<file path="src/rtl/cdb_wb_arbiter_if.sv">
// Writeback bus between the functional-unit lanes and the CDB arbiter.
// The master side drives results, rob_head and flush; the slave side is the arbiter.
interface cdb_wb_arbiter_if #(
    parameter int NUM_REQ       = 4,
    parameter int NUM_CDB       = 2,
    parameter int ROB_SIZE_CLOG = 5,
    parameter int DATA_LEN      = 32
) ();
    localparam int LN_W = (NUM_REQ > 1) ? $clog2(NUM_REQ) : 1;

    logic [NUM_REQ-1:0]               res_v;
    logic [NUM_REQ*ROB_SIZE_CLOG-1:0] res_robid;
    logic [NUM_REQ*DATA_LEN-1:0]      res_data;
    logic [ROB_SIZE_CLOG-1:0]         rob_head;
    logic                             flush;
    logic [NUM_REQ-1:0]               fu_free;
    logic [NUM_CDB-1:0]               cdb_v;
    logic [NUM_CDB*ROB_SIZE_CLOG-1:0] cdb_robid;
    logic [NUM_CDB*DATA_LEN-1:0]      cdb_data;
    logic [NUM_CDB*LN_W-1:0]          cdb_lane;
    logic                             ovf_err;

    modport master (
        output res_v, res_robid, res_data, rob_head, flush,
        input  fu_free, cdb_v, cdb_robid, cdb_data, cdb_lane, ovf_err
    );

    modport slave (
        input  res_v, res_robid, res_data, rob_head, flush,
        output fu_free, cdb_v, cdb_robid, cdb_data, cdb_lane, ovf_err
    );
endinterface

</file>
<file path="src/rtl/cdb_wb_arbiter.sv">
// Per-lane skid FIFOs sharing NUM_CDB registered CDB writeback ports, round-robin granted.
// Define CDB_AGE_PRIO_EN to grant the oldest heads relative to rob_head instead.
module cdb_wb_arbiter #(
    parameter int NUM_REQ       = 4,
    parameter int NUM_CDB       = 2,
    parameter int SKID_DEPTH    = 2,
    parameter int ROB_SIZE_CLOG = 5,
    parameter int DATA_LEN      = 32
) (
    input  logic            clk,
    input  logic            rst,
    cdb_wb_arbiter_if.slave bus
);
    localparam int LN_W = (NUM_REQ > 1) ? $clog2(NUM_REQ) : 1;
    localparam int PW   = (SKID_DEPTH > 1) ? $clog2(SKID_DEPTH) : 1;
    localparam int CW   = $clog2(SKID_DEPTH + 1);
    localparam int RW   = ROB_SIZE_CLOG;
    localparam int DW   = DATA_LEN;

    logic [RW-1:0]      q_robid    [NUM_REQ][SKID_DEPTH];
    logic [DW-1:0]      q_data     [NUM_REQ][SKID_DEPTH];
    logic [PW-1:0]      rd_ptr     [NUM_REQ];
    logic [PW-1:0]      wr_ptr     [NUM_REQ];
    logic [CW-1:0]      count      [NUM_REQ];
    logic [CW-1:0]      count_nxt  [NUM_REQ];
    logic [RW-1:0]      head_robid [NUM_REQ];
    logic [DW-1:0]      head_data  [NUM_REQ];
    logic [LN_W-1:0]    gnt_lane   [NUM_CDB];
    logic [NUM_CDB-1:0] gnt_v;
    logic [NUM_REQ-1:0] pop;
    logic [NUM_REQ-1:0] push_ok;
    logic [NUM_REQ-1:0] ovf_set;
    logic [LN_W-1:0]    rr_ptr;
    logic [LN_W-1:0]    rr_nxt;
    logic               any_gnt;

    function automatic logic [PW-1:0] ptr_inc(input logic [PW-1:0] p);
        if (p == PW'(SKID_DEPTH - 1))
            return '0;
        return p + PW'(1);
    endfunction

    always_comb begin
        for (int i = 0; i < NUM_REQ; i++) begin
            head_robid[i] = q_robid[i][rd_ptr[i]];
            head_data[i]  = q_data[i][rd_ptr[i]];
        end
    end

`ifdef CDB_AGE_PRIO_EN
    logic unused_rr;
    assign unused_rr = ^rr_ptr;

    // Each port takes the smallest (robid - rob_head) among heads not yet granted; strict
    // less-than over ascending lanes breaks ties toward the lowest lane.
    always_comb begin
        logic            found;
        logic [RW-1:0]   best_age;
        logic [RW-1:0]   age;
        logic [LN_W-1:0] best;
        gnt_v    = '0;
        pop      = '0;
        any_gnt  = 1'b0;
        rr_nxt   = '0;
        found    = 1'b0;
        best_age = '0;
        age      = '0;
        best     = '0;
        for (int p = 0; p < NUM_CDB; p++) gnt_lane[p] = '0;
        for (int p = 0; p < NUM_CDB; p++) begin
            found    = 1'b0;
            best_age = '0;
            best     = '0;
            for (int i = 0; i < NUM_REQ; i++) begin
                age = head_robid[i] - bus.rob_head;
                if (count[i] != '0 && !pop[i] && (!found || age < best_age)) begin
                    found    = 1'b1;
                    best_age = age;
                    best     = LN_W'(i);
                end
            end
            if (found) begin
                gnt_v[p]    = 1'b1;
                gnt_lane[p] = best;
                pop[best]   = 1'b1;
                any_gnt     = 1'b1;
            end
        end
    end
`else
    logic unused_rob_head;
    assign unused_rob_head = ^bus.rob_head;

    always_comb begin
        int              ng;
        int              li;
        logic [LN_W-1:0] lane;
        gnt_v   = '0;
        pop     = '0;
        any_gnt = 1'b0;
        rr_nxt  = rr_ptr;
        ng      = 0;
        li      = 0;
        lane    = '0;
        for (int p = 0; p < NUM_CDB; p++) gnt_lane[p] = '0;
        for (int k = 0; k < NUM_REQ; k++) begin
            li = int'(rr_ptr) + k;
            if (li >= NUM_REQ) li = li - NUM_REQ;
            lane = LN_W'(li);
            if (count[lane] != '0 && ng < NUM_CDB) begin
                for (int p = 0; p < NUM_CDB; p++) begin
                    if (p == ng) begin
                        gnt_v[p]    = 1'b1;
                        gnt_lane[p] = lane;
                    end
                end
                pop[lane] = 1'b1;
                any_gnt   = 1'b1;
                rr_nxt    = (lane == LN_W'(NUM_REQ - 1)) ? '0 : lane + LN_W'(1);
                ng        = ng + 1;
            end
        end
    end
`endif

    // A full lane still accepts a push when its head leaves in the same cycle.
    always_comb begin
        for (int i = 0; i < NUM_REQ; i++) begin
            push_ok[i]   = bus.res_v[i] && ((count[i] < CW'(SKID_DEPTH)) || pop[i]);
            ovf_set[i]   = bus.res_v[i] && !push_ok[i];
            count_nxt[i] = count[i] + CW'(push_ok[i]) - CW'(pop[i]);
        end
    end

    always_ff @(posedge clk) begin
        for (int i = 0; i < NUM_REQ; i++) begin
            if (push_ok[i]) begin
                q_robid[i][wr_ptr[i]] <= bus.res_robid[i*RW +: RW];
                q_data[i][wr_ptr[i]]  <= bus.res_data[i*DW +: DW];
            end
        end
    end

    always_ff @(posedge clk) begin
        if (!rst) begin
            for (int i = 0; i < NUM_REQ; i++) begin
                rd_ptr[i] <= '0;
                wr_ptr[i] <= '0;
                count[i]  <= '0;
            end
            rr_ptr        <= '0;
            bus.cdb_v     <= '0;
            bus.cdb_robid <= '0;
            bus.cdb_data  <= '0;
            bus.cdb_lane  <= '0;
            bus.fu_free   <= '1;
            bus.ovf_err   <= 1'b0;
        end else if (bus.flush) begin
            for (int i = 0; i < NUM_REQ; i++) begin
                rd_ptr[i] <= '0;
                wr_ptr[i] <= '0;
                count[i]  <= '0;
            end
            bus.cdb_v   <= '0;
            bus.fu_free <= '1;
        end else begin
            for (int i = 0; i < NUM_REQ; i++) begin
                if (push_ok[i]) wr_ptr[i] <= ptr_inc(wr_ptr[i]);
                if (pop[i])     rd_ptr[i] <= ptr_inc(rd_ptr[i]);
                count[i]       <= count_nxt[i];
                bus.fu_free[i] <= count_nxt[i] < CW'(SKID_DEPTH);
            end
            if (|ovf_set) bus.ovf_err <= 1'b1;
            for (int p = 0; p < NUM_CDB; p++) begin
                bus.cdb_v[p] <= gnt_v[p];
                if (gnt_v[p]) begin
                    bus.cdb_robid[p*RW +: RW]     <= head_robid[gnt_lane[p]];
                    bus.cdb_data[p*DW +: DW]      <= head_data[gnt_lane[p]];
                    bus.cdb_lane[p*LN_W +: LN_W]  <= gnt_lane[p];
                end
            end
            if (any_gnt) rr_ptr <= rr_nxt;
        end
    end
endmodule

</file>
<file path="src/flat_wrapper.sv">
// flat-port wrapper written by rule: the top's interface ports become plain ports
module cdb_wb_arbiter_flat 
#(
    parameter int NUM_REQ       = 4,
    parameter int NUM_CDB       = 2,
    parameter int SKID_DEPTH    = 2,
    parameter int ROB_SIZE_CLOG = 5,
    parameter int DATA_LEN      = 32
)
  (clk, rst, bus_res_v, bus_res_robid, bus_res_data, bus_rob_head, bus_flush, bus_fu_free, bus_cdb_v, bus_cdb_robid, bus_cdb_data, bus_cdb_lane, bus_ovf_err);
  cdb_wb_arbiter_if #(.NUM_REQ(NUM_REQ), .NUM_CDB(NUM_CDB), .ROB_SIZE_CLOG(ROB_SIZE_CLOG), .DATA_LEN(DATA_LEN)) bus_i ();
  input  logic clk;
  input  logic rst;
  input wire logic [$bits(bus_i.res_v)-1:0] bus_res_v;
  input wire logic [$bits(bus_i.res_robid)-1:0] bus_res_robid;
  input wire logic [$bits(bus_i.res_data)-1:0] bus_res_data;
  input wire logic [$bits(bus_i.rob_head)-1:0] bus_rob_head;
  input wire logic [$bits(bus_i.flush)-1:0] bus_flush;
  output wire logic [$bits(bus_i.fu_free)-1:0] bus_fu_free;
  output wire logic [$bits(bus_i.cdb_v)-1:0] bus_cdb_v;
  output wire logic [$bits(bus_i.cdb_robid)-1:0] bus_cdb_robid;
  output wire logic [$bits(bus_i.cdb_data)-1:0] bus_cdb_data;
  output wire logic [$bits(bus_i.cdb_lane)-1:0] bus_cdb_lane;
  output wire logic [$bits(bus_i.ovf_err)-1:0] bus_ovf_err;
  assign bus_i.res_v = bus_res_v;
  assign bus_i.res_robid = bus_res_robid;
  assign bus_i.res_data = bus_res_data;
  assign bus_i.rob_head = bus_rob_head;
  assign bus_i.flush = bus_flush;
  assign bus_fu_free = bus_i.fu_free;
  assign bus_cdb_v = bus_i.cdb_v;
  assign bus_cdb_robid = bus_i.cdb_robid;
  assign bus_cdb_data = bus_i.cdb_data;
  assign bus_cdb_lane = bus_i.cdb_lane;
  assign bus_ovf_err = bus_i.ovf_err;
  cdb_wb_arbiter #(.NUM_REQ(NUM_REQ), .NUM_CDB(NUM_CDB), .SKID_DEPTH(SKID_DEPTH), .ROB_SIZE_CLOG(ROB_SIZE_CLOG), .DATA_LEN(DATA_LEN)) u_core (.clk(clk), .rst(rst), .bus(bus_i));
endmodule
</file>
<file path="config.mk">
export PLATFORM = sky130hd
export DESIGN_NAME = cdb_wb_arbiter_flat
export DESIGN_NICKNAME = d
export VERILOG_FILES = /design/src/rtl/cdb_wb_arbiter_if.sv /design/src/rtl/cdb_wb_arbiter.sv /design/src/flat_wrapper.sv
export SDC_FILE = /design/constraint.sdc
export NUM_CORES = 1
export LEC_CHECK = 0
export CORE_ASPECT_RATIO = 0.75
export CORE_MARGIN = 1
export CORE_UTILIZATION = 23
export CTS_CLUSTER_DIAMETER = 100
export DETAILED_ROUTE_END_ITERATION = 8
export SLEW_MARGIN = 20
export SYNTH_ARGS = -nofsm -noshare
export SYNTH_HDL_FRONTEND = slang
export SYNTH_SLANG_ARGS = --single-unit
</file>
<file path="constraint.sdc">
create_clock -name clk -period 8.9 [get_ports clk]
set_input_delay 1.335 -clock clk [delete_from_list [all_inputs] [get_ports clk]]
set_output_delay 1.335 -clock clk [all_outputs]
set_load 0.005 [all_outputs]
</file>
==> results.sh, run 1 <==
export IMPL_outcome="finished clean"
export IMPL_gp_congestion=0.8070
export IMPL_dpl_hpwl_mm=46.93
export IMPL_synth_ff_latch_count=401
export IMPL_ios=245
export IMPL_yosys_area_share_simple=0.05779
export IMPL_ys_flop_type="edfxtp_1"
export IMPL_synthMuxAreaShare=0.1410
export IMPL_place_area_um2=23310
export IMPL_cts_resized=0
export IMPL_insertion_delay_ns=0.60
export IMPL_ir_drop_mv=0.3703
export IMPL_initial_core_util=0.2337
export IMPL_vias=15240
export IMPL_dr_pass1_iters=5
export IMPL_placed_cells=2892
export IMPL_p_total_w=0.01052
export IMPL_leakage_nw=8.904
export IMPL_drive_gt1_frac=0.1446
export IMPL_drt_iter0_drc=1259
export IMPL_fillers=8551
export IMPL_synthTopCellsByCount="308 x edfxtp_1, 148 x mux2i_1, 111 x a21oi_1"
export IMPL_die_h_um=255.7
export IMPL_synth_area_leader_cell="edfxtp_1"
export IMPL_yosys_area_top_type_share=0.4684
export IMPL_synth_warnings=0
export IMPL_path_clk_slew_ns=0.06
export IMPL_drc=0
export IMPL_cp_cell_sequence="inv_2 > ha_1 > mux4_2 > ha_1 > nor2_1 > fa_1 > or2_2 > or3_1 > a31oi_4 > buf_4 > and2_2 > buf_4 > a221oi_2"
export IMPL_synthAdderAreaFrac=0.01369
export IMPL_finalHoldViolCount=0
export IMPL_cp_max_fo=23
export IMPL_ant_nets=0
export IMPL_final_cells=2982
export IMPL_finalSetupTns_ns=0
export IMPL_fp_row_count=92
export IMPL_wirelength_mm=73.80
export IMPL_n_antenna_cell=0
export IMPL_grt_max_degree=96
export IMPL_synth_xor_area_share=0.004436
export IMPL_worstMarginPinSlew_ns=1.168
export IMPL_avgRoutedWirePerCell_um=24.75
export IMPL_htreeDepth=2
export IMPL_async_flop_share=0
export IMPL_synth_compound_area_share=0.1731
export IMPL_endpoint_kind="register"
export IMPL_ys_seq_area_frac=0.5627
export IMPL_grtUsageTotal=0.1641
export IMPL_vias_per_cell=5.112
export IMPL_post_route_period_util=0.7650
export IMPL_syn_area_um2=19740
export IMPL_antenna_found_initial=16
export IMPL_finish_utilization=0.2952
export IMPL_maxSlewHeadroom=0.2183
export IMPL_clkSinkCount=401
export IMPL_syn_area_per_cell_um2=12.14
export IMPL_cp_top_family="simple AND/OR/NAND/NOR gates"
export IMPL_cts_tree="built"
export IMPL_postCtsHoldBufs=0
export IMPL_finalCriticalPeriod_ns=6.808
export IMPL_grt_pass1_vias=15200
export IMPL_postCtsSetupBuffers=0
export IMPL_syn_inst=1626
export IMPL_hold_path_class="register to register"
export IMPL_cap_violations=0
export IMPL_netlist_cell_type_count=69
export IMPL_synth_most_common_cell="edfxtp_1"
export IMPL_die_w_um=340.3
export IMPL_port_buffers=239
export IMPL_synthToLayoutAreaGrowth_pct=26.31
export IMPL_gr_total_overflow=0
export IMPL_crit_type="register to register"
export IMPL_root_buffer="clkbuf_16"
export IMPL_crit_path_top_delay_cell="mux4_2"
export IMPL_synth_edf_count=308
export IMPL_fmax_ghz=0.1469
export IMPL_cts_made_buffers=48
export IMPL_critPathMaxStageDelay_ns=0.72
export IMPL_cp_required_ns=9.34
export IMPL_post_route_cell_area_um2=24940
export IMPL_path_buf_inv=3
export IMPL_fin_nets=1996
export IMPL_rsz0062_at_grt="false"
export IMPL_worstSetupStartpointType="register"
export IMPL_fp_dieArea_um2=87030
export IMPL_finalMaxSlewViolations=0
export IMPL_finClkSkew_ns=0.03234
export IMPL_cp_arrival_ns=7.25
export IMPL_clockBufferDepth=3
export IMPL_core_area_um2=84490
export IMPL_synth_top_family_by_area="compound AO/OA/AOI/OAI gates"
export IMPL_synth_top_cells_by_area="edfxtp_1 47%, dfxtp_1 9.4%, mux2i_1 7.5%"
export IMPL_setup_viol=0
export IMPL_grt_pass1_wl_mm=105.8
export IMPL_power_density_nw_per_um2=422.0
power breakdown:
part	internal (W)	switching [W]	leakage, nW
Combinational	0.00220	0.00363	4.47
Sequential	0.00244	0.000246	3.66
Clock	0.00119	0.000823	0.772
Total	0.00583	0.00470	8.90
cells in the final DEF, fill, tap and decap left out, types with 12 or more instances in the layout:
cell type          n
inv_1             84
mux2_2            85
o21ai_0           76
o22ai_1           50
ha_1              20
o32ai_1           26
a32oi_1           47
edfxtp_1         308
a211o_1           37
o31a_1            36
a221oi_1          12
nand3_1           42
clkbuf_16         48
dfxtp_1           91
nor2_1            53
mux2i_1          148
buf_4             27
clkdlybuf4s50_1  238
nand2_1          108
a21oi_1          111
a221oi_2          30
registers in the layout (all words and copies together), names as in the netlist, named ones only:
| name | flops |
|---|---|
| u_core.bus.cdb_v | 2 |
| u_core.q_robid | 40 |
| u_core.count | 8 |
| u_core.bus.cdb_lane | 4 |
| u_core.bus.cdb_data | 64 |
| u_core.bus.cdb_robid | 10 |
| u_core.wr_ptr | 4 |
| u_core.rr_ptr | 2 |
| u_core.bus.ovf_err | 1 |
| u_core.rd_ptr | 4 |
| u_core.q_data | 256 |
| u_core.bus.fu_free | 4 |
per-layer routing:
layer  up-vias  global-route usage  part of all wire
met5         -                   0            0.0022
met4        28             0.05655             0.031
met3       177             0.04999              0.10
met2       878              0.2546              0.44
met1      7530              0.2154              0.42
li1       6630                   -                 -
worst paths after layout:
path,from,end,slack (ns),cells after the start
hold / removal,u_core.bus.ovf_err,u_core.bus.ovf_err,0.47,1
setup reg to reg,u_core.rr_ptr[1],u_core.bus.cdb_data[20],2.09,13
setup / recovery,u_core.rr_ptr[1],u_core.bus.cdb_data[20],2.09,13
hold reg to reg,u_core.bus.ovf_err,u_core.bus.ovf_err,0.47,1
metrics by stage:
| step | hold slack (ns) | setup WS, ns |
|---|---|---|
| 3_3_place_gp | 0.4573 | 2.317 |
| 3_5_place_dp | 0.4707 | 2.137 |
| 6_report | 0.4743 | 2.092 |
| 5_1_grt | 0.5102 | 1.862 |
| 4_1_cts | 0.4840 | 2.125 |
| 2_1_floorplan | 0.4575 | 2.588 |
cells by family after synthesis:
group,count (synthesis)
compound gates,462
flops,401
simple gates,256
mux,255
buf+inv,220
fa+ha+maj,21
xor+xnor,10
other cells,1
area by class of cell:
class / instances / area, µm² / area share
clock buffer: 58 / 1259 / 0.05047
sequential: 401 / 11120 / 0.4458
multi-input combinational: 1010 / 7871 / 0.3156
timing repair buffer: 266 / 2613 / 0.1048
inverter: 88 / 330.3 / 0.01325
tap: 1128 / 1411 / 0.05659
clock inverter: 31 / 336.6 / 0.01350
(Power assumes the default switching activity.)
==> inputs of run 2 (changes only) <==
==> constraint.sdc (replaced) <==
create_clock -name clk -period 7 [get_ports clk]
set_input_delay 1.05 -clock clk [delete_from_list [all_inputs] [get_ports clk]]
set_output_delay 1.05 -clock clk [all_outputs]
set_load 0.005 [all_outputs]
==> run 2 against run 1 <==
Sequential share of layout area is 0.19 points higher. Largest power group unchanged. Global-route usage is 0.42 points lower. Clock power is 18% higher. Worst hold slack worse by 0.00092 ns.
==> results.sh, run 2 (synthesis results as in run 1) <==
export IMPL_grt_pass1_vias=14880
export IMPL_outcome="finished clean"
export IMPL_hold_path_class="register to register"
export IMPL_power_density_nw_per_um2=529.1
export IMPL_finClkSkew_ns=0.02059
export IMPL_rsz0062_at_grt="false"
export IMPL_final_common_cell="edfxtp_1"
export IMPL_clockBufferDepth=3
export IMPL_gp_congestion=0.8230
export IMPL_worstMarginPinSlew_ns=1.186
export IMPL_p_int_w=0.007292
export IMPL_fp_dieArea_um2=87030
export IMPL_vias_per_cell=5.089
export IMPL_setup_viol=0
export IMPL_ios=245
export IMPL_cp_max_fo=27
export IMPL_finalSetupTns_ns=0
export IMPL_pwr_share_seq=0.257
export IMPL_p_total_w=0.01314
export IMPL_cts_resized=0
export IMPL_path_clk_slew_ns=0.06
export IMPL_leakage_nw=8.859
export IMPL_reg2reg_from="u_core.rr_ptr[1]"
export IMPL_die_w_um=340.3
export IMPL_grt_max_degree=103
export IMPL_antenna_found_initial=17
export IMPL_grtUsageTotal=0.1599
export IMPL_root_buffer="clkbuf_16"
export IMPL_startpoint="u_core.rr_ptr[1]"
export IMPL_postCtsSetupBuffers=0
export IMPL_clkSinkCount=401
export IMPL_htreeDepth=2
export IMPL_vias=15180
export IMPL_fmax_ghz=0.1593
export IMPL_power_frac_comb=0.562
export IMPL_cap_violations=0
export IMPL_final_cells=2983
export IMPL_min_from="u_core.bus.cdb_lane[3]"
export IMPL_crit_type="register to register"
export IMPL_r2r_end="u_core.bus.cdb_data[5]"
export IMPL_cts_tree="built"
export IMPL_finalCriticalPeriod_ns=6.279
export IMPL_largest_register_ffs=256
export IMPL_p_switching_w=0.005849
export IMPL_min_to="u_core.bus.cdb_lane[3]"
export IMPL_cts_made_buffers=47
export IMPL_insertion_delay_ns=0.59
export IMPL_ff2ff_path_depth=12
export IMPL_initial_core_util=0.2337
export IMPL_cp_required_ns=7.43
export IMPL_avgRoutedWirePerCell_um=24.19
export IMPL_drive_gt1_frac=0.1413
export IMPL_gr_total_overflow=0
export IMPL_drc=0
export IMPL_cp_arrival_ns=6.71
export IMPL_die_h_um=255.7
export IMPL_finalHoldViolCount=0
export IMPL_ir_drop_mv=0.4628
export IMPL_worstSetupStartpointType="register"
export IMPL_drt_iter0_drc=1369
export IMPL_fin_nets=1996
export IMPL_core_area_um2=84490
export IMPL_dpl_hpwl_mm=47.38
export IMPL_port_buffers=239
export IMPL_dr_pass1_iters=6
export IMPL_finalMaxSlewViolations=0
export IMPL_ant_nets=0
export IMPL_synthToLayoutAreaGrowth_pct=25.79
export IMPL_final_cell_mix="308 x edfxtp_1, 238 x clkdlybuf4s50_1, 148 x mux2i_1, 111 x a21oi_1, 108 x nand2_1"
export IMPL_rrSetupSlack_ns=0.72
export IMPL_fp_row_count=92
export IMPL_placed_cells=2894
export IMPL_post_route_period_util=0.8970
export IMPL_endpoint_kind="register"
export IMPL_swShare=0.4451
export IMPL_wirelength_mm=72.15
export IMPL_grt_pass1_wl_mm=103.1
export IMPL_hold_path_cell_count=2
export IMPL_clockPowerShare=0.181
export IMPL_maxSlewHeadroom=0.2066
export IMPL_postCtsHoldBufs=0
-- run 2: power by group through the flow --
| stage | clock, W | combinational (W) | sequential (W) |
|---|---|---|---|
| after global placement | 0 | 0.00709 | 0.00341 |
| final | 0.00238 | 0.00739 | 0.00338 |
| after CTS | 0.00243 | 0.00730 | 0.00338 |
| after detailed placement | 0 | 0.00726 | 0.00342 |
| after floorplan | 0 | 0.00499 | 0.00330 |
| after global routing | 0.00253 | 0.00783 | 0.00342 |
-- run 2: worst max-delay path by stage --
stage | slack [ns] | cells past startpoint | endpoint
3_3_place_gp | 0.96 | 12 | u_core.bus.cdb_data[1]
5_1_grt | 0.53 | 12 | u_core.bus.cdb_data[5]
4_1_cts | 0.84 | 12 | u_core.bus.cdb_data[5]
2_1_floorplan | 0.69 | 15 | u_core.q_data[2][32]
6_report | 0.72 | 12 | u_core.bus.cdb_data[5]
3_5_place_dp | 0.84 | 12 | u_core.bus.cdb_data[5]
-- run 2: final cells by class --
| class | count | area [µm²] |
|---|---|---|
| clock inverter | 11 | 95.09 |
| multi-input combinational | 1010 | 7873 |
| clock buffer | 77 | 1393 |
| tap | 1128 | 1411 |
| inverter | 88 | 330.3 |
| antenna | 1 | 2.502 |
| timing repair buffer | 267 | 2613 |
| sequential | 401 | 11120 |
| fill | 8496 | 59660 |
-- run 2: stage by stage --
stage	util	area [µm²]	setup slack, ns	hold WS (ns)
floorplan	-	19760	0.6881	0.4575
global placement	0.2761	23330	0.9608	0.4672
detailed placement	0.2761	23330	0.8408	0.4744
CTS	0.2937	24820	0.8413	0.4840
global route	0.2939	24840	0.5322	0.5035
finish	0.2939	24840	0.7213	0.4734
-- run 2: metal layers --
| metal | share of wire | wire length (µm) | vias to the layer above | track usage |
|---|---|---|---|---|
| met5 | 0.0027 | 197 | - | 0 |
| li1 | - | - | 6622 | - |
| met3 | 0.098 | 7037 | 210 | 0.04382 |
| met1 | 0.42 | 30560 | 7446 | 0.2130 |
| met4 | 0.034 | 2445 | 30 | 0.05406 |
| met2 | 0.44 | 31910 | 872 | 0.2486 |
-- run 2: worst max-delay path: stages, from the launching register on --
cell	delay, ns
dfxtp_1	0.54
inv_2	0.14
ha_1	0.45
mux4_2	0.72
ha_1	0.38
nor2_1	0.59
fa_1	0.55
or2_2	0.32
or3_1	0.36
a31oi_4	0.66
and2_2	0.56
buf_4	0.57
a221oi_1	0.21
